## src/rtl/noc_pkg.sv

```systemverilog
// Shared NoC router definitions: one-hot input-port grants, default flit width,
// flit type and the receive-handshake state encoding.
package noc_pkg;

    localparam int NOC_DATA_WIDTH = 32;

    localparam logic [4:0] PORT_N = 5'b00001;
    localparam logic [4:0] PORT_E = 5'b00010;
    localparam logic [4:0] PORT_W = 5'b00100;
    localparam logic [4:0] PORT_S = 5'b01000;
    localparam logic [4:0] PORT_L = 5'b10000;

    typedef logic [NOC_DATA_WIDTH-1:0] flit_t;

    // The ACK encoding is 1 so the state bit is the CTS value itself.
    typedef enum logic {
        HS_IDLE = 1'b0,
        HS_ACK  = 1'b1
    } hs_state_e;

endpackage

```

## src/rtl/cts_handshake_rx.sv

```systemverilog
// Receive side of the RTS/DCTS link handshake: one accept pulse and one
// CTS cycle per flit offered by upstream.
module cts_handshake_rx
    import noc_pkg::*;
(
    input  logic clk,
    input  logic rst,
    input  logic DRTS,
    input  logic full,
    output logic CTS,
    output logic write_en
);

    hs_state_e state_q;
    hs_state_e state_d;
    logic      accept;

    // DRTS is still high during the ACK cycle; gating on IDLE blocks a repeat write.
    assign accept   = DRTS & (state_q == HS_IDLE) & ~full;
    assign write_en = accept;

    always_comb begin
        state_d = HS_IDLE;
        if (accept) begin
            state_d = HS_ACK;
        end
    end

    always_ff @(posedge clk or negedge rst) begin
        if (!rst) begin
            state_q <= HS_IDLE;
        end else begin
            state_q <= state_d;
        end
    end

    assign CTS = (state_q == HS_ACK);

endmodule

```

## src/rtl/noc_input_fifo.sv

```systemverilog
// Router input port: accepts flits over the RTS/DCTS handshake into a circular
// FIFO drained by one-hot crossbar grants. NOC_FIFO_CNT_EN adds an occupancy port.
module noc_input_fifo
    import noc_pkg::*;
#(
    parameter int DATA_WIDTH = NOC_DATA_WIDTH,
    parameter int DEPTH      = 4
)
(
    input  logic                  clk,
    input  logic                  rst,
    input  logic                  DRTS,
    input  logic [DATA_WIDTH-1:0] Data_in,
    output logic                  CTS,
    input  logic [4:0]            read_en,
    output logic [DATA_WIDTH-1:0] Data_out,
    output logic                  empty,
    output logic                  full
`ifdef NOC_FIFO_CNT_EN
    ,
    output logic [$clog2(DEPTH):0] occupancy
`endif
);

    localparam int            AW       = $clog2(DEPTH);
    localparam logic [AW:0]   PTR_ONE  = (AW+1)'(1);
    localparam logic [AW:0]   CNT_FULL = (AW+1)'(DEPTH);

    logic                  write_en;
    logic                  do_read;
    logic [DATA_WIDTH-1:0] mem_q [DEPTH];
    logic [AW:0]           wr_ptr_q;
    logic [AW:0]           wr_ptr_d;
    logic [AW:0]           rd_ptr_q;
    logic [AW:0]           rd_ptr_d;

    cts_handshake_rx u_handshake (
        .clk      (clk),
        .rst      (rst),
        .DRTS     (DRTS),
        .full     (full),
        .CTS      (CTS),
        .write_en (write_en)
    );

    // Any set grant bit counts as one read; an empty FIFO ignores grants.
    assign do_read = (|read_en) & ~empty;

    always_comb begin
        wr_ptr_d = wr_ptr_q;
        rd_ptr_d = rd_ptr_q;
        if (write_en) begin
            wr_ptr_d = wr_ptr_q + PTR_ONE;
        end
        if (do_read) begin
            rd_ptr_d = rd_ptr_q + PTR_ONE;
        end
    end

    always_ff @(posedge clk or negedge rst) begin
        if (!rst) begin
            wr_ptr_q <= '0;
            rd_ptr_q <= '0;
        end else begin
            wr_ptr_q <= wr_ptr_d;
            rd_ptr_q <= rd_ptr_d;
        end
    end

    // Storage is deliberately not reset; pointers alone define valid content.
    always_ff @(posedge clk) begin
        if (write_en) begin
            mem_q[wr_ptr_q[AW-1:0]] <= Data_in;
        end
    end

    assign Data_out = mem_q[rd_ptr_q[AW-1:0]];

`ifdef NOC_FIFO_CNT_EN
    logic [AW:0] count_q;
    logic [AW:0] count_d;

    always_comb begin
        count_d = count_q;
        case ({write_en, do_read})
            2'b10:   count_d = count_q + PTR_ONE;
            2'b01:   count_d = count_q - PTR_ONE;
            default: count_d = count_q;
        endcase
    end

    always_ff @(posedge clk or negedge rst) begin
        if (!rst) begin
            count_q <= '0;
        end else begin
            count_q <= count_d;
        end
    end

    assign empty     = (count_q == '0);
    assign full      = (count_q == CNT_FULL);
    assign occupancy = count_q;
`else
    // The extra wrap bit separates full (wrap bits differ) from empty.
    assign empty = (wr_ptr_q == rd_ptr_q);
    assign full  = (wr_ptr_q[AW] != rd_ptr_q[AW]) &&
                   (wr_ptr_q[AW-1:0] == rd_ptr_q[AW-1:0]);
`endif

endmodule

```

## config.mk

```make
export PLATFORM = sky130hd
export DESIGN_NAME = noc_input_fifo
export DESIGN_NICKNAME = d
export VERILOG_FILES = /design/src/rtl/noc_pkg.sv /design/src/rtl/cts_handshake_rx.sv /design/src/rtl/noc_input_fifo.sv
export SDC_FILE = /design/constraint.sdc
export NUM_CORES = 1
export LEC_CHECK = 0
export BUFFER_PORTS_ARGS = -buffer_cell sky130_fd_sc_hd__buf_2
export CORE_ASPECT_RATIO = 2
export CORE_MARGIN = 3
export CORE_UTILIZATION = 61
export DETAILED_ROUTE_END_ITERATION = 10
export GPL_TIMING_DRIVEN = 0
export HOLD_SLACK_MARGIN = 0.03
export PLACE_DENSITY = 0.95
export SLEW_MARGIN = 30
export SYNTH_ARGS = -nofsm -noshare
export SYNTH_HDL_FRONTEND = slang
export SYNTH_SLANG_ARGS = --single-unit
```

## constraint.sdc

```tcl
create_clock -name clk -period 7.95 [get_ports clk]
set_clock_uncertainty 0.2 [all_clocks]
set_input_delay 0.795 -clock clk [delete_from_list [all_inputs] [get_ports clk]]
set_output_delay 0.795 -clock clk [all_outputs]
set_load 0.005 [all_outputs]
```

==> metrics.md, run 1 <==
| Metric | Value |
|---|---|
| Setup total negative slack | 0 ns |
| # H-tree levels | 4 |
| Chip Width | 70.9 um |
| Per-cell routed wire length | 23.9 um |
| Slew @ Worst Pin | 0.902 ns |
| Clock Latency Late Sink | 0.41 ns |
| Vias in the first global route | 2,720 |
| Clk pwr share | 30.6% |
| Antenna Violating Nets Remaining | 0 |
| Dpl hpwl | 5850 um |
| Post-synthesis average cell area | 23.2 um^2 |
| Antenna violations before repair | 0 |
| Number of synthesized register bits | 135 |
| Place WS | 5.23 ns |
| Achievable frequency | 325 MHz |
| Commonest cells after routing, fill and taps aside | edfxtp_1 (128), buf_2 (77), mux4_2 (32), clkbuf_16 (17), dfrtp_1 (7) |
| Grt ovf | 0 |
| CTS tree | built |
| Slew Viols, Final | 0 |
| GRT busiest layer | met2 |
| CTS Hold Bufs | 1 |
| Post-CTS setup buffer count | 0 |
| CP max stage cell | clkbuf_1 |
| Placer's final routability congestion estimate | 0.794 |
| Sequential share of power | 40.3% |
| Mapped cell area | 5140 um^2 |
| CP Cell Sequence | buf_4 > clkbuf_1 > mux4_2 > buf_2 |
| Synth warn | 0 |
| Critical Path RT | 6.95 ns |
| WP data arrival | 2.08 ns |
| Final Hold Vio Count | 0 |
| Drt via density | 5.91 |
| Fin util | 77.8% |
| Remaining DRCs | 0 |
| All-Layer GR Usage | 23.0% |
| Layout cells sized above 1 | 45.2% |
| Vias | 2,516 |
| Sequential cell area fraction in the yosys report | 78.1% |
| Clock-pin slew on the worst setup and hold paths | 0.05 ns |
| Max_slew headroom | 39.9% |
| Cell Rows | 46 |
| Fin crit period | 3.08 ns |
| Cell Pwr Density | 396 nW/um^2 |
| Switching share of power | 28.6% |
| Cts bufs inserted | 17 |
| Post-route setup slack | 4.87 ns |
| I/O pin count | 75 |
| Worst min path class | flip-flop to flip-flop |
| Initial Utilization | 63.8% |
| GR Util met3 | 6.14% |
| Antenna diodes | 0 |
| Synth area leaders | edfxtp_1 (75%), mux4_2 (14%), dfrtp_1 (3.4%) |
| Switch Pwr | 709 uW |
| Maximum VDD drop | 0.000320 V |
| CP Max Fanout | 10 |
| CP Buf/Inv Count | 3 |
| Largest stage delay, worst path | 0.50 ns |
| Static leakage | 0.00222 uW |
| Iter 0 DRT Violations | 213 |
| Max_cap viols | 0 |
| DRT Wirelength | 10,200 um |
| # setup viols final | 0 |
| P_int | 1770 uW |
| RSZ-0062 raised after global routing | false |
| Post-cts resize count | 0 |
| Crit path kind | flip-flop to output pin |
| CP Launch Type | flip-flop |
| Commonest non-fill, non-tap cell in the layout | edfxtp_1 |
| Mapped Cells | 222 |
| First-pass GRT wire length | 15,600 um |
| Status | complete, no violations |
| Family with the most delay on the worst path | buffers and inverters |
| Post-synth net total | 267 |
| Synth area leader | edfxtp_1 |
| Crit. End Element | output pin |
| Nets | 362 |
| Met1 Usage GRT | 26.3% |
| Die area | 9640 um^2 |
| CTS root buffer | clkbuf_16 |
| P&R area growth vs syn | 21.8% |
| Largest net degree at the start of global routing | 33 |
| Clk sink count | 135 |
| Detailed Routing Iterations Pass 1 | 4 |
| Number of fill cells | 430 |
| Tcrit/Tclk final | 38.7% |
| Area fraction of the dominant cell type after synthesis | 74.7% |
| Met2 usage | 41.2% |
| Logic pwr share | 29.0% |
| Die Ht | 136 um |
| Cell variety after synth | 30 |
| Core ar. | 8060 um^2 |
| Max Buffers Root-to-Sink | 2 |
| Port buffer count | 74 |
## synthesized netlist by cell type (all sizes together)
| library cell | number |
|---|---|
| edfxtp | 128 |
| mux4 | 32 |
| dfrtp | 7 |
| buf | 5 |
| ha | 5 |
| clkbuf | 4 |
| xnor2 | 4 |
| and2 | 3 |
| inv | 3 |
| nand4 | 3 |
| nor3 | 3 |
| o211ai | 3 |
| xor2 | 3 |
| nand3 | 2 |
| nor2 | 2 |
| nor2b | 2 |
| o21ai | 2 |
| a21boi | 1 |
| a21o | 1 |
| a311oi | 1 |
| a31oi | 1 |
| and3 | 1 |
| mux2 | 1 |
| nand2 | 1 |
| nand3b | 1 |
| o31ai | 1 |
| or2 | 1 |
| or3 | 1 |
## logic make-up after synthesis
kind of cell | count (synthesis) | synth area share, %
AO/OA/AOI/OAI | 10 | 1.70
multiplexers | 33 | 14.3
adder cells (fa/ha/maj) | 5 | 1.22
flip-flops | 135 | 78.1
AND/OR/NAND/NOR | 20 | 2.29
buffers and inverters | 12 | 1.17
XOR/XNOR | 7 | 1.19
## power by group through the flow
stage | sequential (uW) | combinational, uW | clock, uW
floorplan | 988 | 463 | 0
global placement | 996 | 686 | 0
finish | 1000 | 721 | 761
detailed placement | 1010 | 719 | 0
CTS | 1000 | 736 | 769
global route | 1010 | 778 | 806
## sequential cells by signal (all words and copies together) (netlist names)
| name | flops |
|---|---|
| u_handshake.CTS | 1 |
| mem_q | 128 |
| rd_ptr_q | 3 |
| wr_ptr_q | 3 |
## metal layers
| metal | wire length (um) | vias up |
|---|---|---|
| met4 | 146 | 0 |
| met3 | 452 | 15 |
| met2 | 5970 | 80 |
| met5 | 0 | - |
| met1 | 3620 | 1299 |
| li1 | - | 1122 |
## stage by stage
step / instances / power, uW / cell area, um^2 / hold WS, ns
detailed placement: 393 / 1730 / 5670 / 0.326
global route: 426 / 2600 / 6270 / 0.357
global placement: 392 / 1680 / 5630 / 0.311
CTS: 426 / 2510 / 6270 / 0.334
floorplan: 222 / 1450 / 5140 / 0.299
finish: 426 / 2480 / 6270 / 0.334
## final timing paths
kind / start / to / slack [ns] / cells past startpoint
min in group asynchronous: rst / rd_ptr_q[2] / 0.55 / 2
worst min-delay path: u_handshake.CTS / u_handshake.CTS / 0.33 / 1
worst max-delay path: rd_ptr_q[1] / Data_out[3] / 4.87 / 4
worst max register to register: rd_ptr_q[2] / mem_q[1][28] / 5.26 / 4
worst min register to register: u_handshake.CTS / u_handshake.CTS / 0.33 / 1
max in group asynchronous: rst / rd_ptr_q[0] / 6.82 / 2
## area by class of cell
cell class | instances | area [um^2] | area share [%]
timing repair buffer | 76 | 408 | 6.51
tap | 96 | 120 | 1.92
multi-input combinational | 75 | 1070 | 17.1
sequential | 135 | 4020 | 64.1
clock buffer | 18 | 429 | 6.85
inverter | 3 | 11.3 | 0.180
clock inverter | 14 | 158 | 2.52
buffer | 9 | 48.8 | 0.779
Power figures use the tool's default switching activity.
==> inputs of run 2 (changes only) <==
- CORE_UTILIZATION: 61 -> 56
- PLACE_DENSITY: 0.95 -> 0.89
- clock period: 7.95 -> 3 ns (I/O delays scaled with it)
==> metrics.md, run 2 (synthesis gave the netlist of run 1 again) <==
| Metric | Value |
|---|---|
| Status | complete, no violations |
| Iter 0 DRT Violations | 187 |
| Multi-input combinational cell area | 1070 um^2 |
| Post-CTS setup buffer count | 0 |
| Largest net degree at the start of global routing | 33 |
| Crit. End Element | flip-flop |
| Dpl hpwl | 5660 um |
| Clock Latency Late Sink | 0.39 ns |
| Initial Utilization | 58.7% |
| Antenna violations before repair | 0 |
| Largest register FFs | 128 |
| Tcrit/Tclk final | 89.6% |
| Cts bufs inserted | 17 |
| Reg2reg end | mem_q[2][23] |
| Final Hold Vio Count | 0 |
| Die area | 10,400 um^2 |
| I/O pin count | 75 |
| Remaining DRCs | 0 |
| Reg2Reg Setup Slack | 0.31 ns |
| CTS root buffer | clkbuf_16 |
| Placer's final routability congestion estimate | 0.708 |
| CP Max Fanout | 32 |
| Worst min path class | input pin to asynchronous set/reset pin |
| Fin util | 74.8% |
| RSZ-0062 raised after global routing | false |
| P&R area growth vs syn | 27.4% |
| Fin crit period | 2.69 ns |
| Commonest cells after routing, fill and taps aside | edfxtp_1 (128), buf_2 (77), dlygate4sd3_1 (34), mux4_2 (32), clkbuf_16 (17) |
| Maximum VDD drop | 0.000871 V |
| Die Ht | 142 um |
| Slew @ Worst Pin | 0.891 ns |
| Crit path kind | flip-flop to flip-flop |
| Placed Area | 5670 um^2 |
| Max Buffers Root-to-Sink | 2 |
| Drt via density | 5.65 |
| Chip Width | 73.8 um |
| Cell Rows | 48 |
| Setup total negative slack | 0 ns |
| First-pass GRT wire length | 15,200 um |
| Core ar. | 8770 um^2 |
| Clock-pin slew on the worst setup and hold paths | 0.05 ns |
| Grt ovf | 0 |
| Clk sink count | 135 |
| Cell Pwr Density | 982 nW/um^2 |
| Vias | 2,597 |
| Power Total | 6440 uW |
| Critical Path RT | 2.82 ns |
| RR Startpoint | rd_ptr_q[1] |
| Worst-case reg-to-reg path depth | 4 |
| All-Layer GR Usage | 20.5% |
| Achievable frequency | 372 MHz |
| Reg area | 4020 um^2 |
| Max_cap viols | 0 |
| WP data arrival | 2.51 ns |
| Nets | 395 |
| Port buffer count | 74 |
| Antenna diodes | 0 |
| Max_slew headroom | 40.6% |
| Slew Viols, Final | 0 |
| Non-Filler Instances | 460 |
| CP Launch Type | flip-flop |
| Layout cells sized above 1 | 41.1% |
| Post-route cell area | 6560 um^2 |
| DRT Wirelength | 9390 um |
| Met2 usage | 35.1% |
| # setup viols final | 0 |
| Per-cell routed wire length | 20.4 um |
| Detailed Routing Iterations Pass 1 | 4 |
| GRT busiest layer | met2 |
| Inst Count DP | 397 |
| # H-tree levels | 4 |
| Number of fill cells | 483 |
| Met1 Usage GRT | 24.3% |
| GR Util met3 | 5.25% |
| Static leakage | 0.00234 uW |
| Vias in the first global route | 2,891 |
| Antenna Violating Nets Remaining | 0 |
| CTS tree | built |
| Commonest non-fill, non-tap cell in the layout | edfxtp_1 |
[run 2: metrics by stage]
step | hold WS, ns | setup WS (ns)
after floorplan | -0.196 | 0.163
after global placement | -0.0637 | -0.887
after detailed placement | -0.0578 | 0.298
after CTS | 0.0478 | 0.278
after global routing | 0.0713 | 0.189
final | 0.0626 | 0.311
[run 2: cell type report]
type	count	share of cell area (%)
flip-flops and latches	135	61.3
multi-input cells	75	16.4
repair buffers	109	11.3
clock buffers	18	6.55
well taps	100	1.91
clock inverters	11	1.70
plain buffers	9	0.744
inverters	3	0.172
[run 2: worst max-delay path, stage by stage, from the launching register on]
cell	delay, ns
dfrtp_1	0.38
buf_4	0.18
xnor2_1	0.26
a311oi_4	0.46
and2_2	0.82
[run 2: layer usage]
metal / up-vias / routed length (um) / part of all wire [%]
met5: - / 0 / 0
met2: 64 / 5250 / 56
met3: 13 / 371 / 4.0
li1: 1188 / - / -
met4: 0 / 167 / 1.8
met1: 1332 / 3610 / 38
[run 2: timing repair]
action / CTS / global route
setup endpoints to repair: 0 / 0
hold buffers: 34 / 0
gates resized for setup: 0 / 0
hold endpoints to repair: 136 / 0
[run 2: worst max-delay path by stage]
stage,cells past startpoint,from,slack [ns],to
2_1_floorplan,4,rd_ptr_q[2],0.16,mem_q[3][0]
4_1_cts,4,rd_ptr_q[1],0.28,mem_q[1][6]
5_1_grt,4,rd_ptr_q[1],0.19,mem_q[2][17]
3_5_place_dp,4,rd_ptr_q[1],0.30,mem_q[1][22]
6_report,4,rd_ptr_q[1],0.31,mem_q[2][23]
3_3_place_gp,4,rd_ptr_q[2],-0.89,mem_q[3][15]
[run 2: report_power, final]
| group | leakage [uW] | total, uW | internal [uW] | switching, uW |
|---|---|---|---|---|
| clock network | 0.000271 | 1880 | 1200 | 683 |
| registers | 0.00125 | 2640 | 2500 | 139 |
| logic | 0.000823 | 1920 | 925 | 991 |
